===== src/rtl/seq_arb_4in_rr_req_ctrl.sv =====
// ---------------------------------------------------------------------------------------------
// seq_arb_4in_rr_req_ctrl
//
// Request-side controller for a 4-input variable-priority sequential arbiter. It keeps a
// saturating count of outstanding requests per requester, presents reqs to the arbiter,
// retires one request per legal grant, and feeds the arbiter a rotated one-hot priority
// after every legal grant so that arbitration becomes round-robin. With rr_en low the
// arbiter's priority is never reloaded, so it keeps whatever priority it already holds.
//
// Ports:
//   clk              clock
//   reset            synchronous active-high reset
//   push[3:0]        push[i] adds one pending request for requester i
//   rr_en            1 = reload arbiter priority after each grant
//   grants[3:0]      grant vector from the arbiter (combinational, same cycle)
//   reqs[3:0]        request vector to the arbiter, reqs[i] = (count[i] != 0)
//   set_priority_en  priority-load strobe to the arbiter
//   set_priority     one-hot priority value to the arbiter (0001 when not loading)
//   full[3:0]        full[i] = (count[i] == MAX_PENDING)
//   count_flat       {count3, count2, count1, count0}
//   overflow         sticky: a push was dropped because the counter was full
//   proto_err        sticky: an illegal grant (multi-hot or unrequested) was observed
// ---------------------------------------------------------------------------------------------
module seq_arb_4in_rr_req_ctrl #(
  parameter  int unsigned MAX_PENDING = 3,
  localparam int unsigned CW          = $clog2(MAX_PENDING + 1)
) (
  input  logic            clk,
  input  logic            reset,
  input  logic [3:0]      push,
  input  logic            rr_en,
  input  logic [3:0]      grants,
  output logic [3:0]      reqs,
  output logic            set_priority_en,
  output logic [3:0]      set_priority,
  output logic [3:0]      full,
  output logic [4*CW-1:0] count_flat,
  output logic            overflow,
  output logic            proto_err
);

  localparam logic [CW-1:0] MaxCnt = CW'(MAX_PENDING);
  localparam logic [CW-1:0] OneCnt = CW'(1);

  // Registered state
  logic [CW-1:0] r_count [4];
  logic          r_overflow;
  logic          r_proto_err;

  // Combinational decode
  logic [CW-1:0] w_count_nxt [4];
  logic [3:0]    w_reqs;
  logic [3:0]    w_full;
  logic [3:0]    w_dec;
  logic [3:0]    w_drop;
  logic          w_grant_any;
  logic          w_grant_onehot;
  logic          w_grant_valid;
  logic          w_grant_illegal;

  // Request / full decode of the registered counts. reqs never depends on grants, which
  // keeps the arbiter loop free of combinational cycles.
  always_comb begin
    w_reqs     = '0;
    w_full     = '0;
    count_flat = '0;
    for (int i = 0; i < 4; i++) begin
      w_reqs[i]               = (r_count[i] != '0);
      w_full[i]               = (r_count[i] == MaxCnt);
      count_flat[i*CW +: CW]  = r_count[i];
    end
  end

  // Grant qualification: exactly one bit set, and that requester actually has work pending.
  always_comb begin
    w_grant_any     = (grants != 4'b0000);
    w_grant_onehot  = w_grant_any && ((grants & (grants - 4'b0001)) == 4'b0000);
    w_grant_valid   = w_grant_onehot && ((grants & ~w_reqs) == 4'b0000);
    w_grant_illegal = w_grant_any && !w_grant_valid;
    w_dec           = w_grant_valid ? grants : 4'b0000;
  end

  // Per-requester counter next state. A simultaneous push and retire cancel out, even when
  // full, so that case is never treated as an overflow.
  always_comb begin
    w_drop = '0;
    for (int i = 0; i < 4; i++) begin
      w_count_nxt[i] = r_count[i];
      unique case ({push[i], w_dec[i]})
        2'b10: begin
          if (w_full[i]) begin
            w_drop[i] = 1'b1;
          end else begin
            w_count_nxt[i] = r_count[i] + OneCnt;
          end
        end
        // w_dec only fires when reqs[i] is set, so the count is non-zero here.
        2'b01:   w_count_nxt[i] = r_count[i] - OneCnt;
        default: w_count_nxt[i] = r_count[i];
      endcase
    end
  end

  always_ff @(posedge clk) begin
    if (reset) begin
      for (int i = 0; i < 4; i++) begin
        r_count[i] <= '0;
      end
      r_overflow  <= 1'b0;
      r_proto_err <= 1'b0;
    end else begin
      for (int i = 0; i < 4; i++) begin
        r_count[i] <= w_count_nxt[i];
      end
      r_overflow  <= r_overflow  | (|w_drop);
      r_proto_err <= r_proto_err | w_grant_illegal;
    end
  end

  // Round-robin priority: the requester after the winner becomes highest priority. The
  // arbiter loads it on the same edge that retires the granted request.
  always_comb begin
    set_priority_en = w_grant_valid & rr_en;
    set_priority    = 4'b0001;
    if (set_priority_en) begin
      set_priority = {grants[2:0], grants[3]};
    end
  end

  assign reqs      = w_reqs;
  assign full      = w_full;
  assign overflow  = r_overflow;
  assign proto_err = r_proto_err;

  // Sanity properties on the implementation
  a_prio_onehot : assert property (@(posedge clk) disable iff (reset)
    $onehot(set_priority));
  a_count_bound : assert property (@(posedge clk) disable iff (reset)
    (r_count[0] <= MaxCnt) && (r_count[1] <= MaxCnt) &&
    (r_count[2] <= MaxCnt) && (r_count[3] <= MaxCnt));
  a_dec_only_pending : assert property (@(posedge clk) disable iff (reset)
    ((w_dec & ~w_reqs) == 4'b0000));

endmodule


===== config.mk =====
export PLATFORM = sky130hd
export DESIGN_NAME = seq_arb_4in_rr_req_ctrl
export DESIGN_NICKNAME = d
export VERILOG_FILES = /design/src/rtl/seq_arb_4in_rr_req_ctrl.sv
export SDC_FILE = /design/constraint.sdc
export NUM_CORES = 1
export LEC_CHECK = 0
export ABC_AREA = 1
export BUFFER_PORTS_ARGS = -buffer_cell sky130_fd_sc_hd__buf_4
export CAP_MARGIN = 5
export CORE_MARGIN = 2
export CORE_UTILIZATION = 40
export DETAILED_ROUTE_END_ITERATION = 6
export PLACE_DENSITY = 0.73
export SETUP_SLACK_MARGIN = 0.5
export SKIP_LAST_GASP = 1
export SLEW_MARGIN = 20
export SYNTH_ARGS = -nofsm -noshare
export SYNTH_HDL_FRONTEND = slang
export SYNTH_SLANG_ARGS = --single-unit
export TNS_END_PERCENT = 5

===== constraint.sdc =====
create_clock -name clk -period 1.2 [get_ports clk]
set_input_delay 0.06 -clock clk [delete_from_list [all_inputs] [get_ports clk]]
set_output_delay 0.06 -clock clk [all_outputs]
set_load 0.01 [all_outputs]

### After elaboration in Yosys (flattened, before gate mapping)

Memories as Yosys holds them, arrays and structs flattened.
Cells that the tools add are included.
W data, S select, Z words.

* register bits after elaboration: 2
* bits in writable memories: 8
* bits of input ports: 11
* output and inout bits: 23
* logic and storage cells: 71
* memories kept: 1

Memory list
* r_count: depth 4, width 2, rd ports 4, clocked after memory_dff 0, wr ports 4, RTL line 46 `logic [CW-1:0] r_count [4];`

* add/sub/neg operators: 9
* equality and inequality tests: 12
* multiplexer cells: 25
* bitwise logic cells: 10
* reduce and logical (&&, ||, !) cells: 12

Operators with widths (number)
* $eq A2 B2 Y1 const B: 8
* $mux W2: 8
* $pmux W2 S2: 4
* $mux W1: 11
* $add A2 B1 Y2 const B: 4
* $and A4 B4 Y4: 2
* $eq A2 B1 Y1 const B: 4
* $logic_not A4 Y1: 2
* $mux W4: 2
* $reduce_bool A2 Y1: 4
* $sub A2 B1 Y2 const B: 4
* $or A1 B1 Y1: 6
* $not A4 Y4: 1
* $reduce_bool A4 Y1: 1
* $reduce_or A4 Y1: 1
* $sub A4 B1 Y4 const B: 1
* $logic_and A1 B1 Y1: 3
* $and A1 B1 Y1: 1
* $logic_not A1 Y1: 1

### Depth between registers and ports, before layout

* depth after elaboration: 10
* depth in mapped cells: 10
* mapped depth without buffers: 10

### Worst setup path after synthesis

OpenSTA, ideal clock, no wires.

* path type: reg2reg
* from: memory r_count[0][0] (netlist name)
* to: register r_overflow, in the netlist overflow
* setup time: 0.111 ns
* data arrival time: 1.232 ns
* data required time: 1.089 ns
* path slack: -0.143 ns
* cell stages (with the launch flop): 10
* buffers on the path: 0
* period minus slack after synthesis: 1.343 ns
* path through: dfxtp_1 > inv_1 > nand3_1 > nand2_4 > nor2_8 > nand3_2 > nand3_1 > nand3_1 > nor2_1 > nor2_1

RTL lines
* from (decl): RTL line 46
* to (signal assigned): RTL line 115 `r_overflow <= r_overflow | (|w_drop);`
* to (decl): RTL line 47 `logic r_overflow;`

==> run summary <==
Routed WL per cell -> 11.5 um
H-tree Lvls -> 1
unrepaired setup endpoints after global routing -> true
mapped cell area -> 721 um2
final wirelength -> 2280 um
drt pass-1 iters -> 4
# hold bufs at CTS -> 0
pin count of the biggest net entering global routing -> 10
floorplan die width -> 46.4 um
most common cell after layout, fill and taps aside -> buf_4
Total Power -> 1.11 mW
Final Hold Viols -> 0
Worst EP required -> 1.14 ns
Setup crit end kind -> primary output
maximum clock frequency -> 0.760 GHz
Mapped Cells -> 114
clk_lat worst skew -> 0.27 ns
Most Frequent Cell on Critical Path -> inv_2
status -> finished, violations left
area delta synth->final -> 77.4%
fin. max-slew vios -> 0
CTS max path bufs -> 2
Placer Congestion -> 0.808
Worst Tran Pin Value -> 0.148 ns
worst path buffer plus inverter count -> 3
Worst Hold Class -> in2reg
Rel. slew slack -> 0.900
die area -> 2160 um2
# diodes -> 0
fin nets -> 185
row count -> 15
crit path max-delay cell type -> dfxtp_2
Ports -> 34
VDD IR max -> 646 uV
syn avg cell area -> 6.32 um2
Starting Density -> 0.422
total track usage -> 0.243
post-synthesis sequential area ratio -> 0.278
vias in the first global route -> 888
commonest cells after routing, fill and taps aside -> buf_4, nand2_1, inv_1, nand3_1, nor2_1
DP Wirelength -> 1780 um
TritonCTS buffer count -> 3
syn nets -> 125
P per Cell Area -> 871 nW/um2
CP Class -> reg2out
Clock Root Buffer -> clkbuf_4
failing checks -> negative setup slack
Yosys reg bits -> 10
fin crit share -> 1.10
Port Buffers -> 33
initial antenna violation count -> 0
Worst path top cell family by delay -> simple AND/OR/NAND/NOR gates
setup ws final -> -0.116 ns
core area -> 1710 um2
Die Span Y -> 46.4 um
Max FO, Critical Path -> 4
crit path launch type -> flop
CTS tree -> done
DRT iter0 DRCs -> 30
share of cells above drive strength 1 -> 0.526
P_leak -> 0.696 nW
Critical Path AT -> 1.26 ns
setup_tns -> -1.08 ns
Reg clk slew, reported paths -> 0.07 ns
Final Skew -> 0.00722 ns
crit path cell chain -> inv_2 -> nand3_2 -> nand2_4 -> nor2_8 -> nand3_4 -> inv_2 -> nand2_1 -> buf_4
Unique masters post-synth -> 15
# setup viols final -> 16
clock period minus worst slack -> 1.32 ns
vias per cell -> 4.92
post-route ant nets -> 0
Yosys warnings -> 0
DRC viols -> 0
via count -> 974
Max-cap violations -> 0
grt total ovfl -> 0
# clock sinks -> 10
first-pass GRT wire length -> 3690 um
Max stage delay on crit path -> 0.33 ns
==> cell usage after synthesis <==
cell type	instances	area, um2
o21bai_1	1	7.51
inv_2	1	3.75
nor2_8	1	20.0
or2_2	2	12.5
nand4_1	4	25.0
dfxtp_1	10	200
nand3_2	7	70.1
nor2_1	12	45.0
nand2_1	22	82.6
nand2_4	1	11.3
nand3_1	16	80.1
inv_1	20	75.1
a21oi_1	9	45.0
nand2_2	2	12.5
o21ai_0	6	30.0
==> logic make-up after synthesis <==
group / after synthesis / share of synthesized area
simple gates: 67 / 0.498
buf+inv: 21 / 0.109
compound gates: 16 / 0.115
flops: 10 / 0.278
==> flip-flops by register name, summed over array words and instances, names as in the netlist <==
name and count:
r_count 8, proto_err 1, overflow 1
==> timing repair <==
item,4_1_cts,5_1_grt
setup buffers,3,0
setup endpoints to repair,33,33
pin swaps,3,1
resized for setup,9,2
==> worst paths after layout <==
path,cells after the start,endpoint,slack [ns],start
worst max-delay path,8,set_priority[0],-0.12,r_count[0][1]
worst min-delay path,2,r_count[1][1],0.02,reset
worst min register to register,2,proto_err,0.49,proto_err
worst max register to register,10,overflow,-0.10,r_count[0][1]
==> through the flow <==
stage	util	std cells	hold slack (ns)	setup slack, ns	area, um2
2_1_floorplan	-	114	0.119	-0.0264	779
4_1_cts	0.747	198	0.0113	-0.122	1280
3_3_place_gp	0.703	191	0.301	-0.0817	1200
3_5_place_dp	0.703	191	0.303	-0.0869	1200
5_1_grt	0.749	198	0.0119	-0.207	1280
6_report	0.749	198	0.0153	-0.116	1280
==> layout make-up <==
class / count / area, um2
Clock buffer: 4 / 26.3
Fill cell: 145 / 429
Inverter: 21 / 83.8
Multi-Input combinational cell: 83 / 499
Sequential cell: 10 / 218
Tap cell: 25 / 31.3
Timing Repair Buffer: 55 / 420
==> metal layers <==
| metal | share of wire | GRT usage | vias to the layer above | wire (um) |
|---|---|---|---|---|
| li1 | - | - | 493 | - |
| met1 | 0.41 | 0.300 | 440 | 939 |
| met2 | 0.51 | 0.419 | 36 | 1150 |
| met3 | 0.065 | 0.0275 | 5 | 147 |
| met4 | 0.018 | 0.109 | 0 | 40 |
| met5 | 0 | 0 | - | 0 |
==> power breakdown <==
group / internal, mW / switching [mW] / leakage, nW
registers: 0.363 / 0.0188 / 0.0863
logic: 0.230 / 0.242 / 0.594
clock network: 0.129 / 0.130 / 0.0150
Power figures use the tool's default switching activity.
